`src/rtl/vend_pkg.sv`:
```
// Shared types and constants for the soda vending controller slice.
// Machine states are plain 2-bit constants; soda choices are an enum.
package vend_pkg;

  localparam int CLK_HZ       = 100;
  localparam int SODA_PRICE_C = 70;

  typedef logic [1:0] state_t;
  localparam state_t IDLE     = 2'd0;
  localparam state_t WAIT_SEL = 2'd1;
  localparam state_t VEND     = 2'd2;

  typedef enum logic [1:0] {
    SODA_A = 2'd0,
    SODA_B = 2'd1,
    SODA_C = 2'd2
  } soda_t;

  // A wins over B, B over C; only called when at least one press is present.
  function automatic soda_t pick_soda(input logic press_a, input logic press_b);
    if (press_a) return SODA_A;
    else if (press_b) return SODA_B;
    else return SODA_C;
  endfunction

endpackage

```
`src/rtl/vend_sat_counter.sv`:
```
// Saturating up-counter with enable; holds at all-ones instead of wrapping.
module vend_sat_counter #(
  parameter int CNT_W = 8
) (
  input  logic             clk,
  input  logic             reset_n,
  input  logic             inc,
  output logic [CNT_W-1:0] cnt
);

  always_ff @(posedge clk or negedge reset_n) begin
    if (!reset_n) begin
      cnt <= '0;
    end else if (inc && (cnt != {CNT_W{1'b1}})) begin
      cnt <= cnt + 1'b1;
    end
  end

endmodule

```
`src/rtl/soda_vend_controller.sv`:
```
// Soda selection / vend-window controller downstream of the coin accumulator.
// Vend lines, coin_inhibit and busy are registered from the next-state decode.
module soda_vend_controller
  import vend_pkg::*;
#(
  parameter int VEND_CYCLES = CLK_HZ,
  parameter int CNT_W       = 8
) (
  input  logic             clk,
  input  logic             reset_n,
  input  logic             credit_ok,
  input  logic             sel_a,
  input  logic             sel_b,
  input  logic             sel_c,
  output logic             a_o,
  output logic             b_o,
  output logic             c_o,
  output logic             coin_inhibit,
  output logic             busy,
  output logic [CNT_W-1:0] cnt_a,
  output logic [CNT_W-1:0] cnt_b,
  output logic [CNT_W-1:0] cnt_c
);

  localparam int TW = (VEND_CYCLES > 1) ? $clog2(VEND_CYCLES) : 1;
  localparam logic [TW-1:0] TIMER_LOAD = TW'(VEND_CYCLES - 1);

  state_t        state;
  state_t        next_state;
  soda_t         choice;
  soda_t         next_choice;
  logic [TW-1:0] timer;
  logic          pending;
  logic          sel_a_prev;
  logic          sel_b_prev;
  logic          sel_c_prev;
  logic          press_a;
  logic          press_b;
  logic          press_c;
  logic          any_press;
  logic          timer_done;
  logic          sel_fire;

  assign press_a    = sel_a & ~sel_a_prev;
  assign press_b    = sel_b & ~sel_b_prev;
  assign press_c    = sel_c & ~sel_c_prev;
  assign any_press  = press_a | press_b | press_c;
  assign timer_done = (timer == '0);
  assign sel_fire   = (state == WAIT_SEL) && any_press;

  // A credit pulse on the final vend cycle counts as pending, so no coin is lost.
  always_comb begin
    next_state  = state;
    next_choice = choice;
    case (state)
      IDLE: begin
        if (credit_ok) next_state = WAIT_SEL;
      end
      WAIT_SEL: begin
        if (any_press) begin
          next_state  = VEND;
          next_choice = pick_soda(press_a, press_b);
        end
      end
      VEND: begin
        if (timer_done) next_state = (pending || credit_ok) ? WAIT_SEL : IDLE;
      end
      default: next_state = IDLE;
    endcase
  end

  always_ff @(posedge clk or negedge reset_n) begin
    if (!reset_n) begin
      state        <= IDLE;
      choice       <= SODA_A;
      timer        <= '0;
      pending      <= 1'b0;
      sel_a_prev   <= 1'b0;
      sel_b_prev   <= 1'b0;
      sel_c_prev   <= 1'b0;
      a_o          <= 1'b0;
      b_o          <= 1'b0;
      c_o          <= 1'b0;
      coin_inhibit <= 1'b0;
      busy         <= 1'b0;
    end else begin
      state      <= next_state;
      choice     <= next_choice;
      sel_a_prev <= sel_a;
      sel_b_prev <= sel_b;
      sel_c_prev <= sel_c;

      if (sel_fire) begin
        timer <= TIMER_LOAD;
      end else if ((state == VEND) && !timer_done) begin
        timer <= timer - 1'b1;
      end

      if (state == VEND) begin
        pending <= timer_done ? 1'b0 : (pending | credit_ok);
      end else begin
        pending <= 1'b0;
      end

      a_o          <= (next_state == VEND) && (next_choice == SODA_A);
      b_o          <= (next_state == VEND) && (next_choice == SODA_B);
      c_o          <= (next_state == VEND) && (next_choice == SODA_C);
      coin_inhibit <= (next_state == VEND);
      busy         <= (next_state != IDLE);
    end
  end

  logic inc_a;
  logic inc_b;
  logic inc_c;

  assign inc_a = sel_fire & press_a;
  assign inc_b = sel_fire & ~press_a & press_b;
  assign inc_c = sel_fire & ~press_a & ~press_b & press_c;

  vend_sat_counter #(.CNT_W(CNT_W)) u_cnt_a (
    .clk    (clk),
    .reset_n(reset_n),
    .inc    (inc_a),
    .cnt    (cnt_a)
  );

  vend_sat_counter #(.CNT_W(CNT_W)) u_cnt_b (
    .clk    (clk),
    .reset_n(reset_n),
    .inc    (inc_b),
    .cnt    (cnt_b)
  );

  vend_sat_counter #(.CNT_W(CNT_W)) u_cnt_c (
    .clk    (clk),
    .reset_n(reset_n),
    .inc    (inc_c),
    .cnt    (cnt_c)
  );

endmodule

```
`config.mk`:
```
export PLATFORM = sky130hd
export DESIGN_NAME = soda_vend_controller
export DESIGN_NICKNAME = d
export VERILOG_FILES = /design/src/rtl/vend_pkg.sv /design/src/rtl/vend_sat_counter.sv /design/src/rtl/soda_vend_controller.sv
export SDC_FILE = /design/constraint.sdc
export NUM_CORES = 1
export LEC_CHECK = 0
export ABC_CLOCK_PERIOD_IN_PS = 2300
export CAP_MARGIN = 5
export CORE_MARGIN = 3
export CORE_UTILIZATION = 50
export CTS_CLUSTER_SIZE = 14
export DETAILED_ROUTE_END_ITERATION = 6
export PLACE_DENSITY_LB_ADDON = 0.25
export SYNTH_ARGS = -nofsm -noshare
export SYNTH_HDL_FRONTEND = slang
export SYNTH_SLANG_ARGS = --single-unit
```
`constraint.sdc`:
```
create_clock -name clk -period 2.3 [get_ports clk]
set_input_delay 0.46 -clock clk [delete_from_list [all_inputs] [get_ports clk]]
set_output_delay 0.46 -clock clk [all_outputs]
set_load 0.01 [all_outputs]
```
Word level (Yosys, flattened, before mapping)
Index checks and enable logic that the tools add are counted.

Word-level logic and storage cells: 71. Input bits: 6. Output and inout bits: 29. Flip-flop bits (word level): 44.

$add $sub $neg: 4. Equal/unequal tests: 8. Bitwise operators: 16. Reductions and logical operators: 15. Mux-type cells: 13.

Operator list (count): adder 8 x 1 -> 8 bit, second input constant (3); != test 8 bit, second input constant (3); 2-to-1 mux 2 bit (7); 2-to-1 mux 7 bit (2); AND 1 bit (8); logical AND 1 bit (8); logical NOT 7 bit (1); subtractor 7 x 1 -> 7 bit, second input constant (1); equality test 2 bit, second input constant (3); one-hot mux 2 bit (3 select lines) (1); inverter 1 bit (5); equality test 2 x 1 -> 1 bit, second input constant (2); logical NOT 2 bit (2); nonzero test 2 bit (2); 2-to-1 mux 1 bit (3); bitwise OR 1 bit (3); logical NOT 1 bit (1); logical OR 1 bit (1).

Longest topological paths before layout
Gate-level depths: netlist of the first run.

Word-level depth: 9. Depth in mapped cells: 7.

Modules after synthesis
Synthesis of the first run repeated with hierarchy kept, for this count alone.

Cells, all modules: 184. Area total of the unflattened synthesis: 2139.6 um^2.

By module, submodules not included: vend_sat_counter (times used 3, area an instance 407.9 um^2, sequential area each 200.2 um^2, cells each 34); soda_vend_controller (times used 1, area an instance 915.9 um^2, sequential area each 500.5 um^2, cells each 82).

Worst setup path before layout of the first run
OpenSTA, ideal clock, no wires.

Path kind: flip-flop to flip-flop. From: register timer[0]. To: register busy. Data arrival time: 1.785 ns. Path slack: 0.377 ns. Buffers on the path: 1. Clock period less this slack: 1.923 ns. Required time: 2.162 ns. Stages on the path, launching flop included: 7. Cells stage by stage: dfrtp_1 inv_1 ha_1 or3b_1 clkbuf_2 o21a_4 or4_1.

Word-level cells in the longest chain between the ends: 4.

RTL lines: start, declared (RTL line soda_vend_controller.sv:32) `logic [TW-1:0] timer;`; start signal, assigned (RTL line soda_vend_controller.sv:96) `timer <= timer - 1'b1;`; logical NOT 7 bit (RTL line soda_vend_controller.sv:48) `assign timer_done = (timer == '0);`; 2-to-1 mux 2 bit (RTL line soda_vend_controller.sv:66) `if (timer_done) next_state = (pending || credit_ok) ? WAIT_SEL : IDLE;`; one-hot mux 2 bit (3 select lines) (RTL line soda_vend_controller.sv:55) `case (state)`; nonzero test 2 bit (RTL line soda_vend_controller.sv:109) `busy <= (next_state != IDLE);`; end signal, assigned (RTL line soda_vend_controller.sv:109); end, declared (RTL line soda_vend_controller.sv:19) `output logic busy,`.

No other way between the ends. A chain may end at the register's enable or synchronous reset.

Final worst setup path of the first run
Same ends and word-level chain as after synthesis.

==> results of run 1 <==
kinds of logic after synthesis:
kind of cell | after synthesis
and+or+nand+nor | 71
buffers and inverters | 8
adders and majority gates | 4
AOI/OAI and AO/OA | 18
muxes | 5
DFF | 44
xor gates and xnor gates | 22
layout by cell type, fill, tap and decap left out, types with 3 or more instances in the layout:
cell / instances
xnor2_1: 7
nor4_1: 4
nor3_1: 5
inv_1: 5
nand4_1: 3
mux2_2: 3
dfrtp_1: 44
a21oi_1: 5
buf_4: 4
nand2_1: 12
nor2_1: 13
clkdlybuf4s50_1: 33
nand3_1: 12
nor3b_1: 3
ha_1: 4
xor2_1: 15
clkbuf_8: 5
nand2b_1: 4
power breakdown:
group	switching [mW]	leakage (nW)	internal, mW
registers	0.215	0.567	0.988
logic	0.401	0.505	0.454
clock network	0.224	0.0359	0.196
stage by stage:
| step | util | worst slack (ns) | cell area (um^2) |
|---|---|---|---|
| finish | 0.659 | 0.243 | 2450 |
| detailed placement | 0.640 | 0.157 | 2380 |
| global route | 0.659 | 0.139 | 2450 |
| floorplan | - | 0.377 | 1970 |
| CTS | 0.659 | 0.241 | 2450 |
| global placement | 0.640 | 0.214 | 2380 |
worst max-delay path by stage:
stage	end	slack, ns
after floorplan	busy	0.38
after CTS	busy	0.24
after detailed placement	u_cnt_b.cnt[1]	0.16
final	busy	0.24
after global routing	a_o	0.14
after global placement	u_cnt_b.cnt[1]	0.21
area by class of cell:
type / instances / area share
sequential: 44 / 0.450
multi-input combinational: 120 / 0.341
timing repair buffer: 38 / 0.149
clock buffer: 5 / 0.0281
tap: 48 / 0.0245
inverter: 5 / 0.00766
flip-flops by register name, indices dropped and copies added (netlist names):
register	count
sel_c_prev	1
u_cnt_b.cnt	8
sel_b_prev	1
u_cnt_c.cnt	8
coin_inhibit	1
sel_a_prev	1
timer	7
a_o	1
u_cnt_a.cnt	8
choice	2
state	2
c_o	1
pending	1
busy	1
b_o	1
layer usage:
layer  vias up  track usage  share of wire
met5         -            0              0
met4         0       0.0852          0.020
met3         7       0.0421          0.042
met2        29        0.317           0.51
met1       718        0.223           0.43
li1        690            -              -
==> qor.yml, run 1 <==
cpLargestDelayFamily: "simple AND/OR/NAND/NOR gates"
viasPerCell: 5.55
final_cell_count_no_fill: 260
hold_viol: 0
synth.avg_cell_area_um2: 11.4
fill_cells: 297
cts-resized-gates: 0
yosys.area_share.simple: 0.196
rrSetupSlack_ns: 0.24
multi_input_area_um2: 835
critPathBufInv: 1
seq_area_um2: 1100
critical_path_required_ns: 2.46
max_slew_margin: 0.576
r2r-start: "timer[0]"
area_growth_pct: 24.4
fin_hold_ws_ns: 0.187
r2r_cells: 5
rsz0062_at_grt: "no"
ant_nets: 0
num_rows: 22
portBuffers: 34
r2r-end: "busy"
die_h_um: 68.7
netlist_area_um2: 1970
cts.sinks: 44
antenna_found_initial: 0
remaining_drc_errors: 0
dieArea_um2: 4730
ys_ff_latch: 44
seq_area_frac_synth: 0.559
post_cts_buffers: 0
grt_util_all_layers: 0.186
cts-buffers-inserted: 5
path_depth: 5
finalClockSkew_ns: 0.00303
cpPeakStageDelay_ns: 0.53
ys.flop_type: "dfrtp_1"
synthMuxAreaShare: 0.0273
first_pass_iters: 4
synth_top_area_cell: "dfrtp_1"
tightest_slew_ns: 0.636
yosys.area_share.adder: 0.0254
crit_fanout: 7
syn-num-nets: 182
h-tree-depth: 2
slew_viol_final: 0
vias: 1444
drt-wirelength-per-cell_um: 14.4
p_leak_nw: 1.11
globalplace.congestion: 0.816
drive_gt1_frac: 0.0943
grt_pass1_wl_mm: 6.47
cp.arrival_ns: 2.22
n_antenna_cell: 0
ys_types: 40
yosys_warnings: 0
grt_pass1_vias: 1496
synth_top_family_by_area: "simple AND/OR/NAND/NOR gates"
dp_hpwl_mm: 2.79
slowest_stage: "or4_1"
insertion_delay_ns: 0.29
fmax_ghz: 0.486
synth.area.top_cells: "dfrtp_1 56%, xor2_1 6.7%, xnor2_1 3.1%"
synth-edff-count: 0
power.total_mw: 2.48
critPathLaunchType: "flip-flop"
fin_crit_ns: 2.06
crit_path_end_kind: "flip-flop"
synth_top_area_frac: 0.559
grt_start_max_net_pins: 30
io_pins: 35
critPathKind: "flip-flop to flip-flop"
min_path_type: "primary input to async pin"
power_density_nw_per_um2: 1010
finalSetupTns_ns: 0
status: "finished, final reports clean"
cts_root_buf: "clkbuf_8"
cts_tree: "done"
synthTopCellsByCount: "44 x dfrtp_1, 15 x xor2_1, 13 x nor2_1, 12 x nand2_1, 12 x nand3_1"
synth_xor_area_frac: 0.0979
yosysMostFrequentCell: "dfrtp_1"
synth_compound_area_frac: 0.0776
setup_viol: 0
finalCritPeriodShare: 0.895
crit_chain: "inv_1 > ha_1 > or3b_1 > o21a_4 > or4_1"
first_iter_violations: 26
start_util: 0.530
core-area_um2: 3720
syn_inst: 172
die_w_um: 68.7
grt_overflow: 0
place_inst: 255
cts_hold_buffers: 0
path_clk_slew_ns: 0.07
drv_cap: 0
cts.path.max_buffers: 2
async_flop_share: 1.00
ir_drop_mv: 0.520
finalWirelength_mm: 3.74
fin_nets: 224
setup.worst_path.start: "timer[0]"
No activity file was read; power rests on OpenSTA's default activity.
==> inputs of run 2 (changes only) <==
Settings changed: CTS_CLUSTER_DIAMETER set to 50.
==> results of run 2 <==
Same layout as run 1: the final DEF is identical, and so are final timing and power.
